--- src/rtl/adc_axis_master.sv ---
// adc_axis_master: buffers sign/zero-extended ADC samples and streams them as
// fixed-length AXI4-Stream packets. The output register is one of the DEPTH
// buffer slots, so occupancy = samples in the memory + the beat being presented.
module adc_axis_master #(
    parameter int unsigned ADC_WIDTH  = 14,
    parameter int unsigned SIGNED     = 1,
    parameter int unsigned DEPTH      = 16,
    parameter int unsigned PACKET_LEN = 16
) (
    input  logic                 m_axis_aclk,
    input  logic                 m_axis_areset,
    input  logic [ADC_WIDTH-1:0] adc_data,
    input  logic                 adc_valid,
    output logic [31:0]          M_AXIS_tdata,
    output logic [3:0]           M_AXIS_tstrb,
    output logic                 M_AXIS_tlast,
    output logic                 M_AXIS_tvalid,
    input  logic                 M_AXIS_tready,
    output logic                 overflow
);

    localparam int unsigned PTR_W  = $clog2(DEPTH);
    localparam int unsigned CNT_W  = PTR_W + 1;
    localparam int unsigned BEAT_W = (PACKET_LEN > 1) ? $clog2(PACKET_LEN) : 1;
    localparam logic [CNT_W-1:0]  DEPTH_C   = CNT_W'(DEPTH);
    localparam logic [BEAT_W-1:0] LAST_BEAT = BEAT_W'(PACKET_LEN - 1);

    // Sample storage ahead of the output register
    logic [ADC_WIDTH-1:0] mem_q [DEPTH];

    logic [PTR_W-1:0]  wr_ptr_q, wr_ptr_d;
    logic [PTR_W-1:0]  rd_ptr_q, rd_ptr_d;
    logic [CNT_W-1:0]  mem_cnt_q, mem_cnt_d;
    logic [BEAT_W-1:0] beat_q, beat_d;
    logic [31:0]       tdata_q, tdata_d;
    logic              tlast_q, tlast_d;
    logic              tvalid_q, tvalid_d;
    logic              overflow_q, overflow_d;

    logic [CNT_W-1:0] occ;
    logic             full;
    logic             pop;
    logic             push;
    logic             load;

    // Width extension of a raw sample to the 32-bit bus
    function automatic logic [31:0] extend(input logic [ADC_WIDTH-1:0] s);
        if (SIGNED != 0) begin
            return 32'($signed(s));
        end
        return 32'(s);
    endfunction

    // Handshake, occupancy and next-state computation
    always_comb begin
        wr_ptr_d   = wr_ptr_q;
        rd_ptr_d   = rd_ptr_q;
        mem_cnt_d  = mem_cnt_q;
        beat_d     = beat_q;
        tdata_d    = tdata_q;
        tlast_d    = tlast_q;
        tvalid_d   = tvalid_q;
        overflow_d = overflow_q;

        occ  = mem_cnt_q + CNT_W'(tvalid_q);
        full = (occ == DEPTH_C);
        pop  = tvalid_q & M_AXIS_tready;
        // A full buffer still accepts a sample when a beat leaves in the same cycle
        push = adc_valid & (~full | pop);
        load = (mem_cnt_q != '0) & (~tvalid_q | pop);

        if (adc_valid & full & ~pop) begin
            overflow_d = 1'b1;
        end

        if (push) begin
            wr_ptr_d = wr_ptr_q + PTR_W'(1);
        end

        // Beat counter advances on transfers only
        if (pop) begin
            beat_d = (beat_q == LAST_BEAT) ? '0 : beat_q + BEAT_W'(1);
        end

        if (load) begin
            rd_ptr_d = rd_ptr_q + PTR_W'(1);
            tdata_d  = extend(mem_q[rd_ptr_q]);
            // The loaded beat takes the index the counter holds after this edge
            tlast_d  = (beat_d == LAST_BEAT);
            tvalid_d = 1'b1;
        end else if (pop) begin
            tlast_d  = 1'b0;
            tvalid_d = 1'b0;
        end

        mem_cnt_d = mem_cnt_q + CNT_W'(push) - CNT_W'(load);
    end

    // Control and output registers
    always_ff @(posedge m_axis_aclk or posedge m_axis_areset) begin
        if (m_axis_areset) begin
            wr_ptr_q   <= '0;
            rd_ptr_q   <= '0;
            mem_cnt_q  <= '0;
            beat_q     <= '0;
            tdata_q    <= '0;
            tlast_q    <= 1'b0;
            tvalid_q   <= 1'b0;
            overflow_q <= 1'b0;
        end else begin
            wr_ptr_q   <= wr_ptr_d;
            rd_ptr_q   <= rd_ptr_d;
            mem_cnt_q  <= mem_cnt_d;
            beat_q     <= beat_d;
            tdata_q    <= tdata_d;
            tlast_q    <= tlast_d;
            tvalid_q   <= tvalid_d;
            overflow_q <= overflow_d;
        end
    end

    // Sample memory write port; contents need no reset
    always_ff @(posedge m_axis_aclk) begin
        if (push) begin
            mem_q[wr_ptr_q] <= adc_data;
        end
    end

    assign M_AXIS_tdata  = tdata_q;
    assign M_AXIS_tstrb  = 4'hF;
    assign M_AXIS_tlast  = tlast_q;
    assign M_AXIS_tvalid = tvalid_q;
    assign overflow      = overflow_q;

endmodule

--- config.mk ---
export PLATFORM = sky130hd
export DESIGN_NAME = adc_axis_master
export DESIGN_NICKNAME = d
export VERILOG_FILES = /design/src/rtl/adc_axis_master.sv
export SDC_FILE = /design/constraint.sdc
export NUM_CORES = 1
export LEC_CHECK = 0
export ABC_AREA = 1
export CAP_MARGIN = 20
export CORE_MARGIN = 10
export CORE_UTILIZATION = 41
export CTS_BUF_LIST = sky130_fd_sc_hd__clkbuf_16
export DETAILED_ROUTE_END_ITERATION = 8
export PLACE_DENSITY = 0.6
export SLEW_MARGIN = 20
export SYNTH_ARGS = -nofsm -noshare
export SYNTH_HDL_FRONTEND = slang
export SYNTH_SLANG_ARGS = --single-unit
export TNS_END_PERCENT = 30
--- constraint.sdc ---
create_clock -name m_axis_aclk -period 4.91 [get_ports m_axis_aclk]
set_clock_uncertainty 0.1 [all_clocks]
set_input_delay 0.982 -clock m_axis_aclk [delete_from_list [all_inputs] [get_ports m_axis_aclk]]
set_output_delay 0.982 -clock m_axis_aclk [all_outputs]
set_load 0.005 [all_outputs]
== Word-level counts from Yosys, hierarchy flattened ==
Memory sizes are Yosys's and may differ from the RTL's.
Index checks and enable logic that the tools add are counted.
W data, S select, Z words.

* Flip-flop bits (word level): 52
* RAM bits: 224
* Input bits: 18
* Output and inout bits: 39
* Logic and storage cells: 39
* Memories kept: 1

* Add/subtract/negate cells: 6
* Equality and inequality tests: 3
* Multiplexer cells: 9
* Bitwise logic cells: 10
* Reduce and logical (&&, ||, !) cells: 2

{| class="wikitable"
|+ Memories
! name !! words !! bits a word !! read ports !! clocked after memory_dff !! write ports !! RTL line !! text
|-
| mem_q || 16 || 14 || 1 || 0 || 1 || 29 || <nowiki>logic [ADC_WIDTH-1:0] mem_q [DEPTH];</nowiki>
|}

{| class="wikitable"
|+ Operator list
! kind !! count
|-
| $mux W32 || 1
|-
| $add A4 B1 Y4 const B || 3
|-
| $add A5 B1 Y5 || 2
|-
| $eq A4 B4 Y1 const B || 2
|-
| $mux W4 || 2
|-
| $mux W1 || 6
|-
| $and A1 B1 Y1 || 5
|-
| $eq A5 B5 Y1 const B || 1
|-
| $reduce_bool A5 Y1 || 1
|-
| $sub A5 B1 Y5 || 1
|-
| $not A1 Y1 || 3
|-
| $or A1 B1 Y1 || 2
|-
| $reduce_bool A2 Y1 || 1
|}

== Longest topological paths before layout ==
Gate-level depths: netlist of the first run.

* Word-level depth: 7
* Depth in mapped cells: 14
* Mapped depth without buffers: 14

== Least setup slack after synthesis of the first run ==
No wires, ideal clock.

* Kind: input port to flip-flop
* Start: input port M_AXIS_tready
* End: register mem_cnt_q[4]
* Setup time: 0.079 ns
* Data arrival time: 2.663 ns
* Required time: 4.731 ns
* Slack: 2.068 ns
* Stages: 12
* Path buffers: 1
* Cell sequence: inv_1 nand2_1 nand2_2 inv_1 buf_2 ha_1 inv_1 ha_1 inv_1 fa_1 o21ai_0 xor2_1

* Elaborated cells on any way between the ends: 7
* Those cells by class: add/sub (2); bitwise (5)

{| class="wikitable"
|+ RTL lines
! item !! RTL line !! text
|-
| start: declaration || 18 || <nowiki>input logic M_AXIS_tready,</nowiki>
|-
| $and A1 B1 Y1 || 67 || <nowiki>pop = tvalid_q & M_AXIS_tready;</nowiki>
|-
| $or A1 B1 Y1 || 70 || <nowiki>load = (mem_cnt_q != '0) & (~tvalid_q | pop);</nowiki>
|-
| $and A1 B1 Y1 || 70 ||
|-
| net load || 44 || <nowiki>logic load;</nowiki>
|-
| $sub A5 B1 Y5 || 96 || <nowiki>mem_cnt_d = mem_cnt_q + CNT_W'(push) - CNT_W'(load);</nowiki>
|-
| net mem_cnt_d[4] || 33 || <nowiki>logic [CNT_W-1:0] mem_cnt_q, mem_cnt_d;</nowiki>
|-
| end signal: assignment || 113 || <nowiki>mem_cnt_q <= mem_cnt_d;</nowiki>
|-
| end: declaration || 33 ||
|}

The timed path passes the listed nets, and every way through them passes these cells.
A chain may end at the register's enable or synchronous reset.

== Worst setup path in the final report of the first run ==
* Start: input port M_AXIS_tready
* End: register mem_cnt_q[4]

* Cells in the longest elaborated chain, start to end: 5
* Elaborated cells on any way between the ends: 7
* Those cells by class: add/sub (2); bitwise (5)

{| class="wikitable"
|+ Ends and longest elaborated chain
! item !! RTL line !! text
|-
| $and A1 B1 Y1 (*) || 67 ||
|-
| $or A1 B1 Y1 || 69 || <nowiki>push = adc_valid & (~full | pop);</nowiki>
|-
| $and A1 B1 Y1 || 69 ||
|-
| $add A5 B1 Y5 || 96 ||
|-
| $sub A5 B1 Y5 (*) || 96 ||
|-
| net mem_cnt_d[4] || 33 ||
|}

Mark *: on every way through the listed nets, which the timed path passes. The rest lies on a longest branch.

==> summary.md, run 1 <==
| Metric | Value |
|---|---|
| Switching share of power | `0.363` |
| Area grow syn2layout | `14.4%` |
| Die width | `188 µm` |
| Worst hold path type | `reg -> reg` |
| Max VDD drop | `between 200 and 300 µV` |
| CP endpoint kind | `register` |
| Bufs on Longest Clock Path | `3` |
| Drt total wl | `26400 µm` |
| Crit path cell chain | `clkdlybuf4s50_1, nand2_1, nand2_1, nor2_1, nand3_1, nand2_2, ha_1, inv_1, ha_1, inv_1, fa_1, o21ai_0, xor2_1` |
| Post-DP HPWL | `16900 µm` |
| Total clock buffers created by CTS | `27` |
| Placer Congestion | `slightly above 0.8` |
| Crit path required time | `5.27 ns` |
| Metal3 WL | `1480 µm` |
| Pre-CTS worst setup slack | `1.15 ns` |
| Comb pwr share | `0.344` |
| Nets | `1205` |
| Clk Latency, worst-skew pair | `around 0.53 ns` |
| Post-CTS Setup Bufs | `0` |
| Cell Pwr Density | `579 nW/µm²` |
| Psw | `about 2.8 mW` |
| CP Max Fanout | `7` |
| Worst path top cell family by delay | `adder cells` |
| Hold Buf Count CTS | `0` |
| Gr usage total | `0.151` |
| Count leader, synth | `nand2_1` |
| Final cell count without fillers | `1568` |
| First-pass GRT wire length | `42800 µm` |
| TritonCTS sink count | `~260` |
| Antenna violations before repair | `0` |
| Share of post-route cells with drive strength above 1 | `0.0647` |
| Drt first pass iters | `5` |
| Via count | `7490` |
| Worst slew margin | `0.308` |
| Critical path type | `in -> reg` |
| Sequential power share | `0.388` |
| Startpoint types | `input port` |
| Htree depth | `1` |
| Clock-pin slew on the worst setup and hold paths | `approximately 0.06 ns` |
| CP max stage delay | `0.53 ns` |
| Total core area | `27800 µm²` |
| Gate Count Post-Synth | `about 1100` |
| Post-synthesis sequential area ratio | `0.658` |
| Share of the synthesized area in the top cell type | `0.584` |
| Clock network power share | `0.268` |
| Status | `finished, final reports clean` |
| Buffers and inverters on the worst path | `3` |
| Vias in the first global route | `7410` |
| Max-slew violation count | `0` |
| Synth area leaders | `edfxtp_1 58%, nand2_1 12%, nand3_1 7.7%` |
| Post-route DRC | `0` |
| Design internal power | `about 5 mW` |
| Max-Cap Viols | `0` |
| Post-route minimum period | `3.05 ns` |
| Yosys warning count | `0` |
| Total negative setup slack | `0 ns` |
| Crit path DAT | `3.40 ns` |
| RSZ-0062 raised after global routing | `no` |
| Max Fclk | `328 MHz` |
| Post-CTS Resized | `0` |
| DR WL met2 | `about 13000 µm` |
| Placed Instances | `1519` |
| Final hold violation count | `0` |
| Die area | `35200 µm²` |
| FF+latch count, synth | `approximately 260` |
| Root Buffer | `clkbuf_16` |
| Port Buf Inserts | `52` |
| Chip height | `188 µm` |
| Yosys top cell by area | `edfxtp_1` |
| Routed WL per cell | `about 17 µm` |
| DRT antenna net count | `0` |
| Ys flop type | `edfxtp_1` |
| Met1 Routed Length | `11300 µm` |
| Synth top cells by count | `367 x nand2_1, 224 x edfxtp_1, 192 x inv_1` |
| Number of DRC markers in iteration 0 | `663` |
| Largest net degree at the start of global routing | `70` |
| Crit path max-delay cell type | `clkdlybuf4s50_1` |
| Row count | `61` |
| Total Power | `7.63 mW` |
| Final period utilization | `0.621` |
| Total gr overflow | `0` |
| Synthesized cell area | `11500 µm²` |
| Antenna diodes | `0` |
| Ports | `57` |
| Worst slew pin tran | `1.03 ns` |
| Fillers | `2608` |
| Initial Utilization | `0.415` |
| CTS tree | `done` |
| FFs w/ async S/R, synth | `0.132` |
| Post-synthesis cell type count | `23` |
| Setup violations, final | `0` |
| Max layer used | `met4` |
| Post-synth EDFFs | `224` |
| Via density per instance | `4.78` |
| P_leak | `5.74 nW` |
| Worst setup margin | `1.86 ns` |
| Syn Area/Cell | `10.2 µm²` |
power groups by stage:
stage	Combinational, mW	Sequential [mW]	Clock (mW)
after floorplan	1.88	2.89	0
after global placement	2.63	3.00	0
after detailed placement	2.65	3.01	0
after CTS	2.67	2.96	2.07
after global routing	2.95	3.01	2.17
final	2.62	2.96	2.04
sequential cells by signal, indices dropped and copies added, names as in the netlist:
name           flops
overflow           1
mem_q            224
mem_cnt_q          5
M_AXIS_tdata      14
beat_q             4
M_AXIS_tlast       1
M_AXIS_tvalid      1
rd_ptr_q           4
wr_ptr_q           4
cells by family (layout without fill, tap and decap cells):
logic type               after synthesis  count (layout)  synth area share
AO/OA/AOI/OAI                         10              10           0.00489
flip-flops                           258             258             0.658
XOR/XNOR                              13              13           0.00988
buffers and inverters                263             319             0.103
other                                  1               4          0.000325
adder cells (fa/ha/maj)               17              17            0.0191
AND/OR/NAND/NOR                      569             569             0.205
cell type report:
| class | count | area, µm² | area share |
|---|---|---|---|
| Sequential cell | 258 | 7580 | 0.575 |
| Multi-Input combinational cell | 613 | 2780 | 0.211 |
| Inverter | 193 | 726 | 0.0551 |
| Timing Repair Buffer | 77 | 721 | 0.0547 |
| Clock buffer | 27 | 676 | 0.0513 |
| Tap cell | 378 | 473 | 0.0359 |
| Clock inverter | 22 | 223 | 0.0169 |
worst reg2reg max path: stages, from the launching register on:
cell and delay (ns):
dfrtp_1 0.44, ha_1 0.25, ha_1 0.27, nor2_1 0.10
nand2_1 0.05, nor2_1 0.11, nand3_1 0.13, nand2_2 0.17
ha_1 0.25, inv_1 0.05, ha_1 0.15, inv_1 0.05
fa_1 0.38, o21ai_0 0.23, xor2_1 0.15
through the flow:
step / instance area [µm²] / hold WS [ns] / util
after CTS: 13200 / 0.391 / 0.474
after global routing: 13200 / 0.404 / 0.474
after global placement: 12300 / 0.375 / 0.441
after floorplan: 11500 / 0.357 / -
after detailed placement: 12300 / 0.373 / 0.442
final: 13200 / 0.384 / 0.474
cells in the final DEF (no fill, tap or decap):
master           instances
a21oi_1                  4
a31o_2                   1
buf_12                   1
buf_4                   24
bufinv_16                4
clkbuf_16               27
clkdlybuf4s50_1         52
clkinv_1                 3
clkinv_2                 8
clkinv_4                 2
clkinvlp_4               3
conb_1                   4
dfrtp_1                 32
dfrtp_2                  1
dfrtp_4                  1
edfxtp_1               224
fa_1                     1
ha_1                    16
inv_1                  193
inv_2                    1
inv_6                    1
nand2_1                367
nand2_2                  2
nand3_1                177
nand4_1                  2
nor2_1                  20
nor2_2                   1
o21ai_0                  4
o21bai_1                 1
xnor2_1                  3
xor2_1                  10
final timing paths:
check,from,cells past startpoint,end,slack (ns)
worst min register to register,M_AXIS_tdata[10],2,M_AXIS_tdata[10],0.38
worst max register to register,M_AXIS_tvalid,14,mem_cnt_q[4],1.94
worst min-delay path,M_AXIS_tdata[10],2,M_AXIS_tdata[10],0.38
min in group asynchronous,m_axis_areset,3,beat_q[3],0.75
worst max-delay path,M_AXIS_tready,13,mem_cnt_q[4],1.86
max in group asynchronous,m_axis_areset,3,rd_ptr_q[0],3.62
per-layer routing:
metal  global-route usage  vias to the layer above
li1                     -                     3664
met1                0.198                     3574
met2                0.255                      215
met3               0.0182                       37
met4               0.0498                        0
met5                    0                        -
No activity file was read; power rests on OpenSTA's default activity.
==> run 2: changes to the inputs <==
- PLACE_DENSITY: 0.6 -> 0.62
- clock period: 4.91 -> 2.5 ns (I/O delays scaled with it)
==> summary.md, run 2 (synthesis gave the netlist of run 1 again) <==
| Metric | Value |
|---|---|
| FF/Latch Area | `7580 µm²` |
| Row count | `61` |
| CP Max Fanout | `2` |
| Total gr overflow | `0` |
| Antenna violations before repair | `0` |
| Cell Pwr Density | `1140 nW/µm²` |
| Total Power | `15.6 mW` |
| R2R setup slack | `-0.01 ns` |
| Drt first pass iters | `5` |
| Root Buffer | `clkbuf_16` |
| Crit path max-delay cell type | `dfrtp_1` |
| TritonCTS sink count | `258` |
| Largest net degree at the start of global routing | `115` |
| Critical path type | `reg -> reg` |
| Initial Utilization | `0.415` |
| Max-slew violation count | `0` |
| Max Fclk | `398 MHz` |
| Worst slew pin tran | `0.642 ns` |
| Startpoint types | `register` |
| Nets | `1245` |
| CP max stage delay | `0.38 ns` |
| Met1 Routed Length | `around 12000 µm` |
| Metal3 WL | `1590 µm` |
| RSZ-0062 raised after global routing | `yes` |
| Chip height | `188 µm` |
| Setup violations, final | `1` |
| Max-Cap Viols | `0` |
| Port Buf Inserts | `52` |
| Worst path top cell family by delay | `adder cells` |
| Status | `finished, violations left` |
| Post-route minimum period | `2.51 ns` |
| Die width | `188 µm` |
| Ports | `57` |
| Max VDD drop | `approximately 670 µV` |
| Fillers | `2483` |
| Share of post-route cells with drive strength above 1 | `0.113` |
| Gr usage total | `0.158` |
| Drt total wl | `28200 µm` |
| Crit path top cell by count | `ha_4` |
| Post-DP HPWL | `18900 µm` |
| Crit path cell chain | `ha_2, ha_4, xor2_1, nor2_2, nand3_2, nand2_4, ha_4, inv_4, ha_4, inv_2, fa_2, o21ai_2, xor2_1` |
| Multi-input gate area | `2870 µm²` |
| Via density per instance | `4.74` |
| Die area | `35200 µm²` |
| Hold Buf Count CTS | `0` |
| Final period utilization | `1.00` |
| Commonest non-fill, non-tap cell in the layout | `nand2_1` |
| Area grow syn2layout | `18.5%` |
| Worst slew margin | `0.572` |
| First-pass GRT wire length | `between 40000 and 50000 µm` |
| Total core area | `27800 µm²` |
| Number of DRC markers in iteration 0 | `639` |
| Clk Latency, worst-skew pair | `about 0.53 ns` |
| CTS tree | `done` |
| Final hold violation count | `0` |
| Most flop-heavy register | `mem_q` |
| Clock-pin slew on the worst setup and hold paths | `0.06 ns` |
| P_leak | `5.96 nW` |
| Bufs on Longest Clock Path | `3` |
| Crit path required time | `2.86 ns` |
| Commonest non-fill, non-tap cells in the layout | `363 x nand2_1, 224 x edfxtp_1, 189 x inv_1` |
| Routed WL per cell | `approximately 18 µm` |
| Vias in the first global route | `7582` |
| DR WL met2 | `13900 µm` |
| DRT antenna net count | `0` |
| Violated checks | `negative setup slack` |
| Placer Congestion | `0.892` |
| Via count | `7629` |
| Antenna diodes | `0` |
| CP endpoint kind | `register` |
| Post-route DRC | `0` |
| Total clock buffers created by CTS | `27` |
| Worst setup margin | `-0.00954 ns` |
| Largest register FFs | `between 200 and 250` |
| Worst Hold Margin | `0.208 ns` |
| Max layer used | `met4` |
| Crit path DAT | `2.87 ns` |
| Worst hold path type | `in -> async` |
| Htree depth | `1` |
| Buffers and inverters on the worst path | `2` |
[run 2: changes by cell type in the layout (fill, tap and decap cells not counted), moves of 4 or more]
cell,before,now
ha_1,16,12
buf_4,24,56
nor2_2,1,5
clkinvlp_4,3,7
inv_1,193,189
nor2_1,20,16
buf_12,1,7
nand2_1,367,363
[run 2: routing by layer]
metal  GRT usage  up-vias
li1            -     3752
met1       0.196     3594
met2       0.269      220
met3      0.0241       63
met4      0.0686        0
met5           0        -
[run 2: tightest hold or removal path, delay by kind of cell]
family | cells | cell delay, ns
buf+inv | 3 | 0.72
[run 2: report_power, final]
part / switching [mW] / internal [mW]
sequential: 0.337 / 5.32
combinational: 3.73 / 2.16
clock: 1.64 / 2.38
total: 5.71 / 9.87
[run 2: final timing paths]
path / start / endpoint / cells past startpoint
max: mem_cnt_q[0] / mem_cnt_q[4] / 13
min: m_axis_areset / M_AXIS_tvalid / 3
max reg2reg: mem_cnt_q[0] / mem_cnt_q[4] / 13
min reg2reg: overflow / overflow / 1
max in group asynchronous: m_axis_areset / wr_ptr_q[3] / 3
min in group m_axis_aclk: overflow / overflow / 1
[run 2: what timing repair did]
item                                    in CTS  in global routing
gates resized for setup                      5                 16
endpoints found under the setup margin      74                246
cloned                                       0                  0
setup buffers                                1                  0
pin swaps                                    8                  8
[run 2: area by class of cell]
class,instances,area share
clock buffer,27,0.0495
clock inverter,22,0.0162
inverter,193,0.0536
multi-input combinational,613,0.210
sequential,258,0.555
tap,378,0.0346
timing repair buffer,117,0.0808
[run 2: per-stage QoR]
step           cells  worst slack [ns]  utilization  cell area, µm²  TNS [ns]
3_5_place_dp    1558            -0.268        0.456           12700    -42.90
4_1_cts         1608           -0.0558        0.490           13600   -0.0558
5_1_grt         1608            -0.180        0.492           13700    -11.53
2_1_floorplan   1134           -0.0592            -           11600    -13.31
3_3_place_gp    1558            -0.271        0.456           12700    -44.62
6_report        1608          -0.00954        0.492           13700  -0.00954
==> run 3: changes to the inputs <==
- REMOVE_ABC_BUFFERS: default -> 1
- SLEW_MARGIN: 20 -> default
==> summary.md, run 3 (synthesis gave the netlist of run 1 again) <==
| Metric | Value |
|---|---|
| Max Fclk | `around 390 MHz` |
| Drt total wl | `26500 µm` |
| Clk Latency, worst-skew pair | `0.52 ns` |
| Largest net degree at the start of global routing | `115` |
| CP endpoint kind | `register` |
| Worst slew margin | `0.514` |
| Fillers | `2534` |
| Chip height | `~190 µm` |
| Area grow syn2layout | `18.6%` |
| Worst hold path type | `in -> async` |
| Hold Buf Count CTS | `0` |
| Total core area | `27800 µm²` |
| Bufs on Longest Clock Path | `3` |
| Placer Congestion | `0.837` |
| Post-DP HPWL | `16700 µm` |
| Placed Instances | `1557` |
| Setup crit start | `mem_cnt_q[0]` |
| TritonCTS sink count | `258` |
| Switching share of power | `0.357` |
| Commonest non-fill, non-tap cells in the layout | `362 x nand2_1, 224 x edfxtp_1, 187 x inv_1` |
| Antenna diodes | `0` |
| Worst Setup EP | `mem_cnt_q[4]` |
| Total clock buffers created by CTS | `27` |
| Commonest non-fill, non-tap cell in the layout | `nand2_1` |
| Port Buf Inserts | `52` |
| Design internal power | `9.77 mW` |
| Root Buffer | `clkbuf_16` |
| Number of DRC markers in iteration 0 | `597` |
| Max-Cap Viols | `0` |
| Share of post-route cells with drive strength above 1 | `0.121` |
| DRT antenna net count | `0` |
| Final hold violation count | `0` |
| Final cell count without fillers | `around 1600` |
| Sequential power share | `0.370` |
| P_leak | `slightly below 6 nW` |
| Status | `finished, violations left` |
| Htree depth | `1` |
| Total gr overflow | `0` |
| R2r startpoint | `mem_cnt_q[0]` |
| Crit path required time | `~2.8 ns` |
| Pre-CTS worst setup slack | `-0.450 ns` |
| Die width | `~190 µm` |
| R2R setup slack | `-0.07 ns` |
| CTS tree | `done` |
| Via density per instance | `between 4 and 5` |
| Psw | `~5.4 mW` |
| CP Max Fanout | `2` |
| Worst Reg-to-Reg Cells | `14` |
| Critical path type | `reg -> reg` |
| Comb pwr share | `0.376` |
| Row count | `61` |
| Largest register FFs | `224` |
| RSZ-0062 raised after global routing | `yes` |
| Ports | `57` |
| Post-route DRC | `0` |
| Worst slew pin tran | `0.725 ns` |
| Worst setup margin | `-0.0666 ns` |
| Crit path DAT | `2.91 ns` |
| First-pass GRT wire length | `42300 µm` |
| Clock network power share | `0.255` |
| Routed WL per cell | `16.4 µm` |
| Max VDD drop | `~980 µV` |
| Initial Utilization | `0.415` |
| Clock-pin slew on the worst setup and hold paths | `0.06 ns` |
| Die area | `about 35000 µm²` |
| Antenna violations before repair | `0` |
| Post-route minimum period | `2.57 ns` |
| Max-slew violation count | `0` |
| Setup violations, final | `2` |
| Total Power | `15.2 mW` |
| Drt first pass iters | `7` |
| Cell Pwr Density | `1110 nW/µm²` |
| Via count | `7690` |
| Vias in the first global route | `7601` |
| Nets | `~1200` |
| Gr usage total | `0.149` |
| Final period utilization | `1.03` |
| Most flop-heavy register | `mem_q` |
| R2R Path End | `mem_cnt_q[4]` |
| Startpoint types | `register` |
| Violated checks | `negative setup slack` |
==> run 3: cell types whose count changed in the layout (fill, tap and decap cells not counted), moves of 2 or more <==
cell | previous run | this run
inv_1 | 189 | 187
nand2_2 | 3 | 7
nand2_4 | 3 | 0
buf_4 | 56 | 59
nor2_2 | 5 | 15
nor2_1 | 16 | 5
clkinv_1 | 2 | 8
clkinvlp_4 | 7 | 4
==> run 3: final cells by class <==
class | count | area (µm²) | share of cell area
timing repair buffer | 120 | 1130 | 0.0831
multi-input combinational | 613 | 2880 | 0.211
clock buffer | 27 | 676 | 0.0495
sequential | 258 | 7580 | 0.555
clock inverter | 22 | 183 | 0.0134
inverter | 193 | 732 | 0.0536
tap | 378 | 473 | 0.0346
==> run 3: metal layers <==
layer,up-vias,global-route usage,share of wire
met5,-,0,0
met4,0,0.0474,0.025
met3,40,0.0158,0.045
met2,177,0.251,0.49
met1,3711,0.197,0.44
li1,3762,-,-
==> run 3: power by group through the flow <==
stage / combinational (mW) / clock [mW] / sequential [mW]
3_3_place_gp: 5.46 / 0 / 5.68
4_1_cts: 5.71 / 3.96 / 5.62
2_1_floorplan: 2.83 / 0 / 6.02
5_1_grt: 6.36 / 4.11 / 5.68
6_report: 5.71 / 3.87 / 5.61
3_5_place_dp: 5.56 / 0 / 5.70
==> run 3: critical path, cell delays in order, from the launching register on <==
cell     delay [ns]
dfrtp_1        0.38
ha_2           0.21
ha_4           0.21
nor2_2         0.07
nand2_1        0.05
nor2_1         0.12
nand3_2        0.11
nand2_2        0.11
ha_4           0.20
inv_4          0.06
ha_4           0.13
inv_2          0.03
fa_2           0.35
o21ai_2        0.16
xor2_1         0.17
==> run 3: worst min-delay path by stage <==
stage | from | endpoint | slack, ns | cells after the start
floorplan | beat_q[3] | beat_q[3] | 0.36 | 1
global placement | overflow | overflow | 0.36 | 1
detailed placement | M_AXIS_tdata[6] | M_AXIS_tdata[6] | 0.37 | 2
CTS | m_axis_areset | wr_ptr_q[0] | 0.22 | 2
global route | m_axis_areset | wr_ptr_q[0] | 0.27 | 2
finish | m_axis_areset | wr_ptr_q[0] | 0.23 | 2
==> run 3: timing repair <==
action                                  CTS  global route
gates resized for setup                  14            11
endpoints found under the setup margin    3           139
pin swaps                                 9             4
buffers inserted                          3             2
==> run 3: stage by stage <==
stage                     setup TNS [ns]  utilization  hold WS (ns)  cell area [µm²]
final                            -0.0836        0.492         0.230            13700
after detailed placement          -14.06        0.456         0.365            12700
after global placement            -13.68        0.456         0.362            12700
after CTS                         -0.162        0.490         0.218            13600
after floorplan                   -38.10            -         0.357            11100
after global routing              -0.337        0.492         0.267            13700
